$ cat src/rtl/load_store_unit.sv
// load_store_unit
//   Sequences one load or store at a time between the datapath and a
//   byte-lane data memory. A request is captured in IDLE. Then either the
//   write strobe is pulsed for one cycle, or the read strobe is held for
//   MEM_LAT cycles. The result is presented as a response. Bad sizes and
//   accesses that would run past the last memory row are answered with
//   rsp_err. No memory strobe is raised for them.
//
// Ports
//   clock, reset            single clock, synchronous active-high reset
//   req_valid/req_ready     request handshake; req_write, req_size,
//                           req_signed, req_addr, req_wdata are its payload
//   rsp_valid/rsp_ready     response handshake; rsp_rdata, rsp_err payload
//   mem_addr, mem_data      byte address and right-justified store data
//   mem_DataType            captured access size (01 byte, 10 half, 11 word)
//   mem_EscMen, mem_ReadMen write / read strobes (never both high)
//   mem_saida               read data from memory, already zero-extended
//   dbg_state               current FSM state, for observation only
//
// Handshake: a transfer happens on a rising edge where valid and ready are
// both high. The sender holds valid and its payload until that edge. Here,
// req_ready is high only in IDLE outside reset. Once rsp_valid rises, the
// response payload does not change until the edge where rsp_ready is seen.
module load_store_unit #(
  parameter int DATA_WIDTH = 32,
  parameter int ADDR_WIDTH = 4,
  parameter int MEM_LAT    = 1
) (
  input  logic                  clock,
  input  logic                  reset,
  input  logic                  req_valid,
  output logic                  req_ready,
  input  logic                  req_write,
  input  logic [1:0]            req_size,
  input  logic                  req_signed,
  input  logic [ADDR_WIDTH+1:0] req_addr,
  input  logic [DATA_WIDTH-1:0] req_wdata,
  output logic                  rsp_valid,
  input  logic                  rsp_ready,
  output logic [DATA_WIDTH-1:0] rsp_rdata,
  output logic                  rsp_err,
  output logic [ADDR_WIDTH+1:0] mem_addr,
  output logic [DATA_WIDTH-1:0] mem_data,
  output logic [1:0]            mem_DataType,
  output logic                  mem_EscMen,
  output logic                  mem_ReadMen,
  input  logic [DATA_WIDTH-1:0] mem_saida,
  output logic [1:0]            dbg_state
);

  localparam int AW = ADDR_WIDTH + 2;
  localparam int CW = (MEM_LAT > 1) ? $clog2(MEM_LAT) : 1;

  localparam logic [1:0] S_IDLE  = 2'd0;
  localparam logic [1:0] S_WRITE = 2'd1;
  localparam logic [1:0] S_READ  = 2'd2;
  localparam logic [1:0] S_RESP  = 2'd3;

  logic [1:0]            state_q, state_d;
  logic [CW-1:0]         cnt_q, cnt_d;
  logic [AW-1:0]         addr_q, addr_d;
  logic [DATA_WIDTH-1:0] data_q, data_d;
  logic [1:0]            size_q, size_d;
  logic                  signed_q, signed_d;
  logic                  rsp_err_q, rsp_err_d;
  logic [DATA_WIDTH-1:0] rsp_rdata_q, rsp_rdata_d;

  logic                  accept;
  logic                  top_row;
  logic                  req_bad;
  logic [DATA_WIDTH-1:0] load_ext;

  assign req_ready = (state_q == S_IDLE) && !reset;
  assign accept    = req_valid && req_ready;

  // Only the last row can wrap: a half at offset 3 or any unaligned word
  // would spill past the top of memory. Byte accesses never wrap.
  assign top_row = &req_addr[AW-1:2];
  assign req_bad = (req_size == 2'b00) ||
                   (top_row && (((req_size == 2'b10) && (req_addr[1:0] == 2'b11)) ||
                                ((req_size == 2'b11) && (req_addr[1:0] != 2'b00))));

  // Memory returns right-justified data zero-extended; only the sign fill is added here.
  always_comb begin
    load_ext = mem_saida;
    case (size_q)
      2'b01:   load_ext = {(signed_q ? {24{mem_saida[7]}}  : 24'h0), mem_saida[7:0]};
      2'b10:   load_ext = {(signed_q ? {16{mem_saida[15]}} : 16'h0), mem_saida[15:0]};
      default: load_ext = mem_saida;
    endcase
  end

  always_comb begin
    state_d     = state_q;
    cnt_d       = cnt_q;
    addr_d      = addr_q;
    data_d      = data_q;
    size_d      = size_q;
    signed_d    = signed_q;
    rsp_err_d   = rsp_err_q;
    rsp_rdata_d = rsp_rdata_q;
    case (state_q)
      S_IDLE: begin
        if (accept) begin
          addr_d      = req_addr;
          data_d      = req_wdata;
          size_d      = req_size;
          signed_d    = req_signed;
          rsp_rdata_d = '0;
          rsp_err_d   = req_bad;
          cnt_d       = CW'(MEM_LAT - 1);
          if (req_bad)        state_d = S_RESP;
          else if (req_write) state_d = S_WRITE;
          else                state_d = S_READ;
        end
      end
      S_WRITE: state_d = S_RESP;
      S_READ: begin
        // The last read cycle is the one where the counter has reached zero.
        if (cnt_q == '0) begin
          rsp_rdata_d = load_ext;
          state_d     = S_RESP;
        end else begin
          cnt_d = cnt_q - CW'(1);
        end
      end
      S_RESP: if (rsp_ready) state_d = S_IDLE;
      default: state_d = S_IDLE;
    endcase
  end

  always_ff @(posedge clock) begin
    if (reset) begin
      state_q     <= S_IDLE;
      cnt_q       <= '0;
      addr_q      <= '0;
      data_q      <= '0;
      size_q      <= '0;
      signed_q    <= 1'b0;
      rsp_err_q   <= 1'b0;
      rsp_rdata_q <= '0;
    end else begin
      state_q     <= state_d;
      cnt_q       <= cnt_d;
      addr_q      <= addr_d;
      data_q      <= data_d;
      size_q      <= size_d;
      signed_q    <= signed_d;
      rsp_err_q   <= rsp_err_d;
      rsp_rdata_q <= rsp_rdata_d;
    end
  end

  // Strobes are decoded from state, so leaving WRITE/READ drops them at once.
  assign rsp_valid    = (state_q == S_RESP);
  assign rsp_err      = rsp_err_q;
  assign rsp_rdata    = rsp_rdata_q;
  assign mem_EscMen   = (state_q == S_WRITE);
  assign mem_ReadMen  = (state_q == S_READ);
  assign mem_addr     = addr_q;
  assign mem_data     = data_q;
  assign mem_DataType = size_q;
  assign dbg_state    = state_q;

endmodule

$ cat config.mk
export PLATFORM = sky130hd
export DESIGN_NAME = load_store_unit
export DESIGN_NICKNAME = d
export VERILOG_FILES = /design/src/rtl/load_store_unit.sv
export SDC_FILE = /design/constraint.sdc
export NUM_CORES = 1
export LEC_CHECK = 0
export BUFFER_PORTS_ARGS = -buffer_cell sky130_fd_sc_hd__buf_4
export CAP_MARGIN = 40
export CORE_MARGIN = 3
export CORE_UTILIZATION = 35
export DETAILED_ROUTE_END_ITERATION = 12
export PLACE_DENSITY = 0.78
export REMOVE_ABC_BUFFERS = 1
export SLEW_MARGIN = 5
export SYNTH_ARGS = -nofsm -noshare
export SYNTH_HDL_FRONTEND = slang
export SYNTH_SLANG_ARGS = --single-unit
$ cat constraint.sdc
create_clock -name clock -period 1.56 [get_ports clock]
set_clock_uncertainty 0.05 [all_clocks]
set_input_delay 0.312 -clock clock [delete_from_list [all_inputs] [get_ports clock]]
set_output_delay 0.312 -clock clock [all_outputs]
set_load 0.01 [all_outputs]
==> flow_summary.toml <==
[grt]
grt_pass1_wl_um = 15000
antenna_found_initial = 0
grt_pass1_vias = 3092
overflow = 0
grt_usage = 0.187
grt_max_degree = 34

[status]
violations = "negative setup slack"
status = "finished, violations left"

[drt]
vias_per_cell = 4.98
drt-pass1-iter-count = 4
drc_errors = 0
ant_nets = 0
drt_iter0_drc = 72
wl_um = 10200
vias = 3201
wl_per_cell_um = 15.9

[logic_synthesis]
async_reset_ff_frac = 0
synth.avg_cell_area_um2 = 8.92
ys.flop_type = "dfxtp_1"
synthCells = 342
synthTopCellsByArea = "dfxtp_1 50%, nand2b_1 12%, nand2_1 7.0%"
synth_most_common_cell = "dfxtp_1"
synth_top_area_share = 0.499
synth_cell_type_count = 30
yosys_warnings = 0
post-synth-top-area-cell = "dfxtp_1"
synth_edf_count = 0
synth_area_um2 = 3050
seq_area_frac_synth = 0.499
synth_seq_cells = 76
synth_common_cells = "76 x dfxtp_1, 57 x nand2_1, 57 x nand2b_1"

[place]
numPlacedInstances = 604
hpwl_um = 6240
place_congestion = 0.809
io_buffers = 156
dpl_cell_area_um2 = 4430

[cells_and_area]
drive_above_1_share = 0.556
utilization = 0.659
final_area_um2 = 5490
antenna_cells = 0
nNetsFinal = 619
fin_cells = 643
area_growth_pct = 80.1

[flow_run]
drv_cap = 0

[die]
rows = 33
ios = 157
initial_core_util = 0.366
core_area_um2 = 8340
die_x_um = 99.4
dieArea_um2 = 9870
die_h_um = 99.4

[sta]
rsz0062_at_grt = "true"
setup_viol = 33
setup_slack_ps = -109
worst_slew_pin_slew_ps = 321
max_freq_mhz = 599
final-hold-violation-count = 0
timing.final.crit_share = 1.07
whs_ps = 118
drv_slew = 0
slew_headroom = 0.786
finalCriticalPeriod_ps = 1670

[clock_network]
cts_buffers = 9
root_buffer = "clkbuf_8"
clock_path_buffers = 2
htreeDepth = 3
clk_latency_ps = 330
clock_sinks = 76
cts_tree = "yes"
clk_pin_slew_ps = 80

[min_path]
min_to = "mem_data[13]"
min_path_type = "in2reg"
min-delay-start = "req_wdata[13]"
hold_path_depth = 3

[critical_path]
r2r_setup_slack_ps = -40
cp_slowest_cell = "dfxtp_2"
rr_startpoint = "dbg_state[1]"
path_buf_inv = 5
rr_endpoint = "mem_addr[1]"
cp-start-kind = "flip-flop"
crit_path_frequent_cell = "buf_6"
path_delay_family = "buffers and inverters"
cp_max_fo = 3
endpoint_kind = "output port"
crit_type = "reg2out"
crit_required_ps = 1200
max_stage_delay_ps = 350
worstRegToRegCells = 10
arrival_ps = 1310
cp_cell_sequence = "inv_2, ha_4, buf_6, inv_4, buf_6, nor2_4, buf_6"

[power]
p_leak_nw = 2.50
vdd_drop_max_uv = 706
power_density_nw_per_um2 = 1460
-- worst reg2reg max path, cell delays in order, from the launching register on --
cell	delay (ps)
dfxtp_2	340
inv_2	80
ha_4	130
buf_6	100
inv_4	30
buf_6	110
nor3_4	150
buf_6	160
buf_8	130
clkbuf_16	150
o21ai_1	70
-- layout by cell type (no fill, tap or decap), types with 2 or more instances in the layout --
cell type | Yosys | layout
a21o_1 | 9 | 9
a21oi_1 | 11 | 7
a21oi_2 | 0 | 3
a22o_1 | 17 | 17
a22oi_1 | 8 | 8
buf_12 | 0 | 4
buf_16 | 0 | 4
buf_4 | 3 | 173
buf_6 | 1 | 13
buf_8 | 0 | 3
bufinv_16 | 0 | 3
clkbuf_16 | 0 | 6
clkbuf_8 | 0 | 10
dfxtp_1 | 76 | 72
dfxtp_2 | 0 | 4
ha_2 | 0 | 3
ha_4 | 0 | 3
inv_1 | 7 | 2
inv_2 | 0 | 4
nand2_1 | 57 | 40
nand2_2 | 0 | 9
nand2_4 | 0 | 8
nand2b_1 | 57 | 57
nor2_1 | 13 | 12
nor3_4 | 0 | 2
o21ai_1 | 2 | 7
o21ai_2 | 0 | 34
o31ai_2 | 0 | 2
-- metrics by stage --
step	power, mW	worst slack [ps]	setup TNS, ps
6_report	8.03	-109	-811
5_1_grt	8.48	-191	-4800
4_1_cts	7.47	-126	-902
3_5_place_dp	5.07	-453	-18680
3_3_place_gp	4.98	-400	-15770
2_1_floorplan	3.71	-1910	-94850
-- flip-flops by register name (all words and copies together) (netlist names) --
| signal | count |
|---|---|
| signed_q | 1 |
| dbg_state | 2 |
| mem_DataType | 2 |
| rsp_err | 1 |
| mem_addr | 6 |
| mem_data | 32 |
| rsp_rdata | 32 |
-- worst max path at each step --
stage	from	end	slack, ps	cells after the start
after floorplan	dbg_state[0]	mem_addr[0]	-1910	5
after CTS	dbg_state[1]	req_ready	-130	7
after global placement	dbg_state[0]	rsp_rdata[31]	-400	5
final	dbg_state[1]	req_ready	-110	7
after global routing	dbg_state[1]	req_ready	-190	7
after detailed placement	dbg_state[1]	rsp_rdata[22]	-450	7
-- cells by family (layout without fill, tap and decap cells) --
group	Yosys count	in the layout	synth area share
simple gates	136	136	0.226
mux	1	1	0.00451
compound gates	93	93	0.197
flops	76	76	0.499
buf+inv	29	225	0.0455
fa+ha+maj	7	7	0.0287
-- per-layer routing --
layer,GRT usage,vias to the layer above,share of wire
met5,0,-,0
li1,-,1533,-
met1,0.232,1526,0.41
met3,0.0624,8,0.088
met4,0.0452,0,0.010
met2,0.313,134,0.50
-- what timing repair did --
item	4_1_cts	5_1_grt
resized for setup	57	103
setup buffers	11	3
endpoints found under the setup margin	77	77
hold buffers	0	0
gates cloned	4	8
pin swaps	13	49
-- final cells by class --
class | instances | area (µm²)
tap | 105 | 131
timing repair buffer | 203 | 1830
clock buffer | 11 | 141
fill | 636 | 2850
multi-input combinational | 237 | 1740
inverter | 7 | 28.8
clock inverter | 4 | 97.6
sequential | 76 | 1530
-- where the power goes --
group          switching (mW)  internal (mW)
logic                    1.70           1.98
clock network           0.702           1.10
registers               0.222           2.32
Note: power is estimated with default switching activity, not from simulation.
